<file path="config.mk">
export PLATFORM = sky130hd
export DESIGN_NAME = mem_access_unit
export DESIGN_NICKNAME = d
export VERILOG_FILES = /design/src/rtl/mem_pkg.sv /design/src/rtl/mem_access_unit_store_merge.sv /design/src/rtl/mem_access_unit.sv
export SDC_FILE = /design/constraint.sdc
export NUM_CORES = 1
export LEC_CHECK = 0
export CAP_MARGIN = 20
export CORE_ASPECT_RATIO = 0.75
export CORE_MARGIN = 2
export CORE_UTILIZATION = 25
export DETAILED_ROUTE_END_ITERATION = 10
export PLACE_DENSITY = 0.48
export SKIP_CTS_REPAIR_TIMING = 1
export SYNTH_ARGS = -nofsm -noshare
export SYNTH_HDL_FRONTEND = slang
export SYNTH_SLANG_ARGS = --single-unit
</file>
<file path="constraint.sdc">
create_clock -name clk -period 4.5 [get_ports clk]
set_input_delay 0.45 -clock clk [delete_from_list [all_inputs] [get_ports clk]]
set_output_delay 0.45 -clock clk [all_outputs]
set_load 0.02 [all_outputs]
</file>
<file path="src/rtl/mem_pkg.sv">
// Shared types and constants for the MEM-stage data-memory access unit.
package mem_pkg;

    localparam int ADDR_W = 16;
    localparam int DATA_W = 16;

    localparam logic SIZE_BYTE = 1'b0;
    localparam logic SIZE_WORD = 1'b1;

    typedef enum logic [2:0] {
        IDLE    = 3'd0,
        RD      = 3'd1,
        RDRSP   = 3'd2,
        WR      = 3'd3,
        RMW_RD  = 3'd4,
        RMW_MRG = 3'd5,
        ERR     = 3'd6
    } state_e;

endpackage

</file>
<file path="src/rtl/mem_access_unit_store_merge.sv">
// Byte-store lane merge: keeps the old upper byte and inserts the new low byte.
module store_merge
    import mem_pkg::*;
(
    input  logic [7:0]        old_hi,
    input  logic [7:0]        new_byte,
    output logic [DATA_W-1:0] merged
);

    assign merged = {old_hi, new_byte};

endmodule

</file>
<file path="src/rtl/mem_access_unit.sv">
// MEM-stage load/store initiator for the 16-bit byte-addressed data memory.
// Optional macro ALIGN_CHECK_EN: odd-address word requests are rejected with rsp_err.
module mem_access_unit
    import mem_pkg::*;
(
    input  logic              clk,
    input  logic              reset_n,
    input  logic              req_valid,
    output logic              req_ready,
    input  logic              req_write,
    input  logic              req_size,
    input  logic [ADDR_W-1:0] req_addr,
    input  logic [DATA_W-1:0] req_wdata,
    output logic              rsp_valid,
    output logic [DATA_W-1:0] rsp_rdata,
    output logic              rsp_err,
    output logic              mem_wrEnable,
    output logic              mem_rdEnable,
    output logic [ADDR_W-1:0] mem_address,
    output logic [DATA_W-1:0] mem_in,
    output logic              mem_numberOfByte,
    input  logic [DATA_W-1:0] mem_out
);

    state_e            state_r, state_nxt_s;
    logic              size_r;
    logic [7:0]        wbyte_r;
    logic [ADDR_W-1:0] addr_r, addr_s;
    logic [DATA_W-1:0] merged_s;
    logic              accept_s, misalign_s;

    logic              ready_r, rsp_valid_r, rsp_err_r, wr_en_r, rd_en_r, nob_r;
    logic [DATA_W-1:0] rsp_rdata_r, mem_in_r;
    logic [ADDR_W-1:0] mem_addr_r;

    logic              ready_nxt_s, rsp_valid_nxt_s, rsp_err_nxt_s;
    logic              wr_nxt_s, rd_nxt_s, nob_nxt_s;
    logic [DATA_W-1:0] rsp_rdata_nxt_s, mem_in_nxt_s;
    logic [ADDR_W-1:0] mem_addr_nxt_s;

    assign accept_s = req_valid && (state_r == IDLE);
    // The accepting cycle issues straight from the request fields; later cycles use the latched copy.
    assign addr_s   = (state_r == IDLE) ? req_addr : addr_r;

`ifdef ALIGN_CHECK_EN
    assign misalign_s = (req_size == SIZE_WORD) && req_addr[0];
`else
    assign misalign_s = 1'b0;
`endif

    store_merge u_store_merge (
        .old_hi   (mem_out[DATA_W-1:8]),
        .new_byte (wbyte_r),
        .merged   (merged_s)
    );

    // Next-state decode.
    always_comb begin
        state_nxt_s = state_r;
        case (state_r)
            IDLE: begin
                if (!accept_s)                    state_nxt_s = IDLE;
                else if (misalign_s)              state_nxt_s = ERR;
                else if (!req_write)              state_nxt_s = RD;
                else if (req_size == SIZE_WORD)   state_nxt_s = WR;
                else                              state_nxt_s = RMW_RD;
            end
            RD:      state_nxt_s = RDRSP;
            RDRSP:   state_nxt_s = IDLE;
            WR:      state_nxt_s = IDLE;
            RMW_RD:  state_nxt_s = RMW_MRG;
            RMW_MRG: state_nxt_s = WR;
            ERR:     state_nxt_s = IDLE;
            default: state_nxt_s = IDLE;
        endcase
    end

    // Output decode: memory strobes follow the state being entered, responses the state being left.
    always_comb begin
        wr_nxt_s        = (state_nxt_s == WR);
        rd_nxt_s        = (state_nxt_s == RD) || (state_nxt_s == RMW_RD);
        mem_addr_nxt_s  = (wr_nxt_s || rd_nxt_s) ? addr_s : {ADDR_W{1'b0}};
        ready_nxt_s     = (state_nxt_s == IDLE);
        rsp_valid_nxt_s = (state_r == RDRSP) || (state_r == WR) || (state_r == ERR);
        rsp_err_nxt_s   = (state_r == ERR);
        case (state_nxt_s)
            RD:      nob_nxt_s = req_size;
            RMW_RD:  nob_nxt_s = SIZE_WORD;
            default: nob_nxt_s = SIZE_BYTE;
        endcase
        if (!wr_nxt_s)                mem_in_nxt_s = {DATA_W{1'b0}};
        else if (state_r == RMW_MRG)  mem_in_nxt_s = merged_s;
        else                          mem_in_nxt_s = req_wdata;
        if (state_r != RDRSP)         rsp_rdata_nxt_s = rsp_rdata_r;
        else if (size_r == SIZE_WORD) rsp_rdata_nxt_s = mem_out;
        else                          rsp_rdata_nxt_s = {8'h00, mem_out[7:0]};
    end

    // State, latched request fields and registered outputs.
    always_ff @(posedge clk or negedge reset_n) begin
        if (!reset_n) begin
            state_r     <= IDLE;
            size_r      <= SIZE_BYTE;
            wbyte_r     <= 8'h00;
            addr_r      <= {ADDR_W{1'b0}};
            ready_r     <= 1'b1;
            rsp_valid_r <= 1'b0;
            rsp_err_r   <= 1'b0;
            rsp_rdata_r <= {DATA_W{1'b0}};
            wr_en_r     <= 1'b0;
            rd_en_r     <= 1'b0;
            nob_r       <= 1'b0;
            mem_addr_r  <= {ADDR_W{1'b0}};
            mem_in_r    <= {DATA_W{1'b0}};
        end else begin
            state_r     <= state_nxt_s;
            if (accept_s) begin
                size_r  <= req_size;
                wbyte_r <= req_wdata[7:0];
                addr_r  <= req_addr;
            end
            ready_r     <= ready_nxt_s;
            rsp_valid_r <= rsp_valid_nxt_s;
            rsp_err_r   <= rsp_err_nxt_s;
            rsp_rdata_r <= rsp_rdata_nxt_s;
            wr_en_r     <= wr_nxt_s;
            rd_en_r     <= rd_nxt_s;
            nob_r       <= nob_nxt_s;
            mem_addr_r  <= mem_addr_nxt_s;
            mem_in_r    <= mem_in_nxt_s;
        end
    end

    assign req_ready        = ready_r;
    assign rsp_valid        = rsp_valid_r;
    assign rsp_err          = rsp_err_r;
    assign rsp_rdata        = rsp_rdata_r;
    assign mem_wrEnable     = wr_en_r;
    assign mem_rdEnable     = rd_en_r;
    assign mem_numberOfByte = nob_r;
    assign mem_address      = mem_addr_r;
    assign mem_in           = mem_in_r;

endmodule

</file>
==> metrics.cfg, run 1 <==
[pwr]
p_comb_share_pct = 39.1
p_sw_w = 0.001098
pwr_density_cell_nw_per_um2 = 666.7
internal-power_w = 0.002070
power.total_w = 0.003168
ir_drop_mv = 0.2605
clkPwrFrac_pct = 22.4
p_sw_share_pct = 34.66
pwr-share-seq_pct = 38.5
leakage_nw = 2.074

[sta]
fin_hold_ws_ns = 0.1049
slew_headroom_pct = 41.25
setup_slack_ns = 2.094
slew_violations = 0
max_freq_mhz = 415.7
finalHoldViolCount = 0
tns_ns = 0
grt_setup_unrepaired = false
setup_viol = 0
worst_slew_pin_slew_ns = 0.8813
min_period_ns = 2.406
fin_worst_skew_ns = 0.007352
min_period_over_period_pct = 53.46

[floorplan]
io_pins = 107
rows = 36
die_h_um = 102.7
die-area_um2 = 13930
die_w_um = 135.6
core_area_um2 = 12840
start_util_pct = 25.31

[critical_path]
critPathSlowestCell = dfrtp_1
path_cells = nand2_1, a21o_1, a21oi_1
crit_required_ns = 4.75
r2r-start = state_r[0]
cp.arrival_ns = 2.66
rrSetupSlack_ns = 2.09
r2r_cells = 3
r2r-end = mem_address[5]
cp_max_fo = 26
path_delay_family = flip-flops
slowest_delay_ns = 0.90
crit_type = reg -> reg
cp-start-kind = flop
cp_num_buf_inv = 0
end_kind = flop

[drt]
postRouteAntennaNets = 0
drc = 0
wl_per_cell_um = 15.09
first_iter_violations = 150
via_count = 2377
drt-total-wl_um = 8405
viasPerCell = 4.268
drt_pass1_iterations = 4

[cells_and_area]
antenna_cells = 0
areaGrowthSynthToFinish_pct = 46.25
layout_commonest_cell = clkdlybuf4s50_1
final_cell_mix = 105 x clkdlybuf4s50_1, 81 x dfrtp_1, 65 x nand2_1
fill_cells = 1271
final_layout_size_suffix_gt1_share_pct = 13.47
fin_nets = 434
regArea_um2 = 2053
multi_input_area_um2 = 1079

[placed_design]
pre_cts_ws_ns = 2.063
post-dp-hpwl_um = 5695
io_buffers = 106
gp_congestion = 0.7350

[min_path]
hold_path.class = in -> async

[global_route]
grt_pass1_vias = 2359
track_usage_pct = 12.54
grt_max_degree = 83
grt_overflow_total = 0
grt_antenna_before_repair = 0
grt_pass1_wl_um = 13070

[yosys]
yosysSeqAreaShare_pct = 63.19
synth_cells = 280
synth_top_family_by_area = simple AND/OR/NAND/NOR gates
syn_avg_cell_area_um2 = 11.60
synth_fa_ha_area_share_pct = 0
ys_seq_elements = 82
synth_compound_area_share_pct = 7.586
yosys_warnings = 0
synth_xor_area_share_pct = 0
muxShareOfSynthArea_pct = 11.90
synth_top_area_cell = dfrtp_1
syn-cell-area_um2 = 3249
synth_top_area_share_pct = 62.38
synthTopCellsByArea = dfrtp_1 62%, mux2_2 8.0%, nand2_1 7.5%
synth_cell_types = 30
syn_nets = 333
synth_simple_gate_area_share_pct = 13.71

[clock_tree]
cts_buffers = 9
cts_max_path_buffers = 2
htree_num_levels = 3
clkSinkCount = 82
path_clk_slew_ns = 0.06
insertion_delay_ns = 0.33
cts-root-buf = clkbuf_16
tritoncts = built

[outcome]
status = complete, no violations

[job]
drv_cap = 0

==> layer usage <==
layer	wire [um]	up-vias	global-route usage, %
met5	0	-	0
met4	95	0	3.846
li1	-	1141	-
met1	4059	1153	17.26
met2	3583	76	18.30
met3	667	7	4.867
==> cell type report <==
| class | count | area share, % |
|---|---|---|
| Tap cell | 171 | 4.502 |
| Timing Repair Buffer | 110 | 23.25 |
| Sequential cell | 82 | 43.21 |
| Clock inverter | 2 | 0.2106 |
| Inverter | 2 | 0.1580 |
| Multi-Input combinational cell | 176 | 22.70 |
| Clock buffer | 14 | 5.977 |
==> Yosys cell counts (all sizes together) <==
| cell type | instances |
|---|---|
| nand3 | 16 |
| or2 | 1 |
| and3b | 1 |
| a2bb2oi | 1 |
| a21boi | 1 |
| nor2b | 1 |
| mux2 | 33 |
| dfrtp | 81 |
| nand2 | 65 |
| or3 | 1 |
| nand2b | 2 |
| o21ai | 8 |
| and2 | 2 |
| clkbuf | 6 |
| nor3 | 3 |
| a31oi | 1 |
| inv | 2 |
| dfstp | 1 |
| or3b | 2 |
| a21o | 1 |
| nor4b | 1 |
| a21oi | 34 |
| nor2 | 2 |
| buf | 14 |
==> power groups by stage <==
stage	Sequential (W)	Clock (W)	Combinational, W
2_1_floorplan	0.00134	0	0.000625
3_3_place_gp	0.00123	0	0.00122
3_5_place_dp	0.00123	0	0.00126
4_1_cts	0.00122	0.000732	0.00126
5_1_grt	0.00126	0.000759	0.00135
6_report	0.00122	0.000708	0.00124
==> worst max-delay path by stage <==
stage | startpoint | endpoint | slack, ns | depth (start not counted)
2_1_floorplan | state_r[2] | wbyte_r[1] | 2.92 | 5
3_3_place_gp | state_r[2] | mem_address[14] | 2.22 | 3
3_5_place_dp | state_r[0] | mem_address[5] | 2.06 | 3
4_1_cts | state_r[2] | mem_address[14] | 2.05 | 3
5_1_grt | state_r[0] | mem_address[3] | 1.77 | 3
6_report | state_r[0] | mem_address[5] | 2.09 | 3
==> stage by stage <==
step                      utilization [%]  std cells  area (um2)
after detailed placement            34.57        540        4438
after global routing                37.02        557        4752
after global placement              34.48        539        4427
final                               37.02        557        4752
after CTS                           36.86        556        4732
after floorplan                         -        280        3249
==> sequential cells by signal, summed over array words and instances (netlist names) <==
register and flops:
req_ready 1, addr_r 16, mem_rdEnable 1, mem_numberOfByte 1
rsp_valid 1, size_r 1, mem_in 16, rsp_rdata 16
wbyte_r 8, rsp_err 1, state_r 3, mem_address 16
mem_wrEnable 1
==> logic make-up (layout without fill, tap and decap cells) <==
family	Yosys count	in the layout
buffers and inverters	22	128
flip-flops	82	82
multiplexers	33	33
AND/OR/NAND/NOR	97	97
AO/OA/AOI/OAI	46	46
No activity file was read; power rests on OpenSTA's default activity.
==> run 2: changes to the inputs <==
Settings changed: PLACE_DENSITY 0.48 to 0.5.
Clock period 4.5 ns to 2.19 ns, I/O delays scaled along.
==> run 2 against run 1 <==
  * Clock skew fell by 0.0045 ns
  * Design area grew 2.3%
  * Routed wire length decreased by 1.1%
  * Flip-flop and latch count is the same
  * Setup slack got worse by 1.7 ns
  * Die area stayed put
  * Clock-buffer cell count is 3 lower
  * Utilization up 0.84 points
  * Non-clock buffer count is 10 higher
  * Largest power group unchanged
==> metrics.cfg, run 2 (synthesis gave the netlist of run 1 again) <==
[placed_design]
io_buffers = 106  ; unchanged
post-dp-hpwl_um = 5712  ; was 5695 um
dp_cells = 550  ; was 540
gp_congestion = 0.7660  ; was 0.7350

[min_path]
hold_path.class = in -> async  ; unchanged

[floorplan]
core_area_um2 = 12840  ; unchanged
io_pins = 107  ; unchanged
die-area_um2 = 13930  ; unchanged
rows = 36  ; unchanged
die_h_um = 102.7  ; unchanged
start_util_pct = 25.31  ; unchanged
die_w_um = 135.6  ; unchanged

[clock_tree]
cts_max_path_buffers = 2  ; unchanged
cts-root-buf = clkbuf_16  ; unchanged
path_clk_slew_ns = 0.06  ; about the same
htree_num_levels = 3  ; unchanged
tritoncts = built  ; unchanged
insertion_delay_ns = 0.33  ; about the same
clkSinkCount = 82  ; unchanged
cts_buffers = 9  ; unchanged

[critical_path]
crit_type = reg -> reg  ; unchanged
cp-start-kind = flop  ; unchanged
cp_num_buf_inv = 1  ; was 0
crit_required_ns = 2.37  ; was 4.75 ns
path_delay_family = simple AND/OR/NAND/NOR gates  ; was flip-flops
slowest_delay_ns = 0.75  ; was 0.90 ns
worstSetupStartpoint = state_r[2]  ; was state_r[0]
rrSetupSlack_ns = 0.38  ; was 2.09 ns
cp.depth = 4  ; was 3
critPathSlowestCell = or3b_1  ; was dfrtp_1
endpoint = rsp_rdata[9]  ; was mem_address[5]
r2r-start = state_r[2]  ; was state_r[0]
end_kind = flop  ; unchanged
r2r-end = rsp_rdata[9]  ; was mem_address[5]
path_cells = or3b_1, buf_4, nand2_1, o21ai_0  ; was nand2_1, a21o_1, a21oi_1
r2r_cells = 4  ; was 3
cp.arrival_ns = 1.99  ; was 2.66 ns
cp_max_fo = 22  ; was 26

[cells_and_area]
areaGrowthSynthToFinish_pct = 49.56  ; was 46.25%
final_cell_mix = 105 x clkdlybuf4s50_1, 81 x dfrtp_1, 65 x nand2_1  ; unchanged
layout_commonest_cell = clkdlybuf4s50_1  ; unchanged
fin_cells = 566  ; was 557
antenna_cells = 0  ; unchanged
final_layout_size_suffix_gt1_share_pct = 15.44  ; was 13.47%
fin_nets = 444  ; was 434

[drt]
drt-total-wl_um = 8309  ; was 8405 um
drc = 0  ; unchanged
postRouteAntennaNets = 0  ; unchanged
drt_pass1_iterations = 4  ; unchanged
first_iter_violations = 67  ; was 150
viasPerCell = 4.261  ; was 4.268
wl_per_cell_um = 14.68  ; was 15.09 um
via_count = 2412  ; was 2377

[sta]
slew_headroom_pct = 47.87  ; was 41.25%
finalHoldViolCount = 0  ; unchanged
fin_worst_skew_ns = 0.002814  ; was 0.007352 ns
min_period_ns = 1.806  ; was 2.406 ns
fin_hold_ws_ns = 0.4173  ; was 0.1049 ns
slew_violations = 0  ; unchanged
max_freq_mhz = 553.8  ; was 415.7 MHz
worst_slew_pin_slew_ns = 0.7819  ; was 0.8813 ns
grt_setup_unrepaired = false  ; unchanged
min_period_over_period_pct = 82.45  ; was 53.46%
tns_ns = 0  ; unchanged
setup_viol = 0  ; unchanged

[global_route]
grt_max_degree = 43  ; was 83
track_usage_pct = 12.59  ; was 12.54%
grt_antenna_before_repair = 0  ; unchanged
grt_pass1_vias = 2453  ; was 2359
grt_overflow_total = 0  ; unchanged
grt_pass1_wl_um = 13120  ; was 13070 um

[pwr]
pwr_density_cell_nw_per_um2 = 1398  ; was 666.7 nW/um2
ir_drop_mv = 0.4420  ; was 0.2605 mV
leakage_nw = 2.126  ; was 2.074 nW

[outcome]
status = complete, no violations  ; unchanged

[job]
drv_cap = 0  ; unchanged

[run 2: cell count changes in the layout (fill, tap and decap cells not counted)]
cell and delta:
buf_4 +10, dlygate4sd3_1 +1, clkinv_2 -2, clkbuf_8 -2, buf_6 -1, clkbuf_1 -1
clkinvlp_4 +2, bufinv_16 +2
[run 2: worst reg2reg max path, stage by stage, from the launching register on]
cell	delay, ns
dfrtp_1	0.49
or3b_1	0.75
buf_4	0.29
nand2_1	0.05
o21ai_0	0.07
[run 2: power by group]
group | leakage [nW] | internal (W) | switching (W) | total [W]
clock network | 0.154 | 0.00105 | 0.000605 | 0.00166
registers | 1.04 | 0.00211 | 0.000309 | 0.00242
logic | 0.927 | 0.00132 | 0.00140 | 0.00272
[run 2: how the worst min path moves through the flow]
stage	from	end	cells past startpoint
after floorplan	reset_n	addr_r[0]	0
after global placement	reset_n	rsp_rdata[5]	1
after detailed placement	reset_n	rsp_rdata[5]	1
after CTS	reset_n	rsp_rdata[5]	1
after global routing	req_wdata[13]	mem_in[13]	3
final	reset_n	rsp_rdata[5]	2
[run 2: layer usage]
layer  part of all wire, %  GRT usage (%)  routed length, um  vias up
met5                     0              0                  0        -
met4                  0.96          4.087                 80        0
met3                   8.5          4.425                709        7
met2                    43          18.38               3553       85
met1                    48          17.52               3965     1161
li1                      -              -                  -     1159
[run 2: area by class of cell]
type                    instances  area [um2]
inverters                       2       7.507
flip-flops and latches         82        2053
clock buffers                  11       252.7
multi-input cells             176        1079
clock inverters                 4       75.07
repair buffers                120        1179
well taps                     171       214.0
fillers                      1266        7978
[run 2: metrics by stage]
| step | total power (W) | setup WS (ns) | area (um2) | util, % |
|---|---|---|---|---|
| after floorplan | 0.004031 | 0.6122 | 3249 | - |
| after global placement | 0.005173 | 0.3437 | 4522 | 35.22 |
| after detailed placement | 0.005211 | 0.2824 | 4522 | 35.22 |
| after CTS | 0.006918 | 0.3497 | 4850 | 37.78 |
| after global routing | 0.007229 | 0.2519 | 4860 | 37.86 |
| final | 0.006796 | 0.3844 | 4860 | 37.86 |
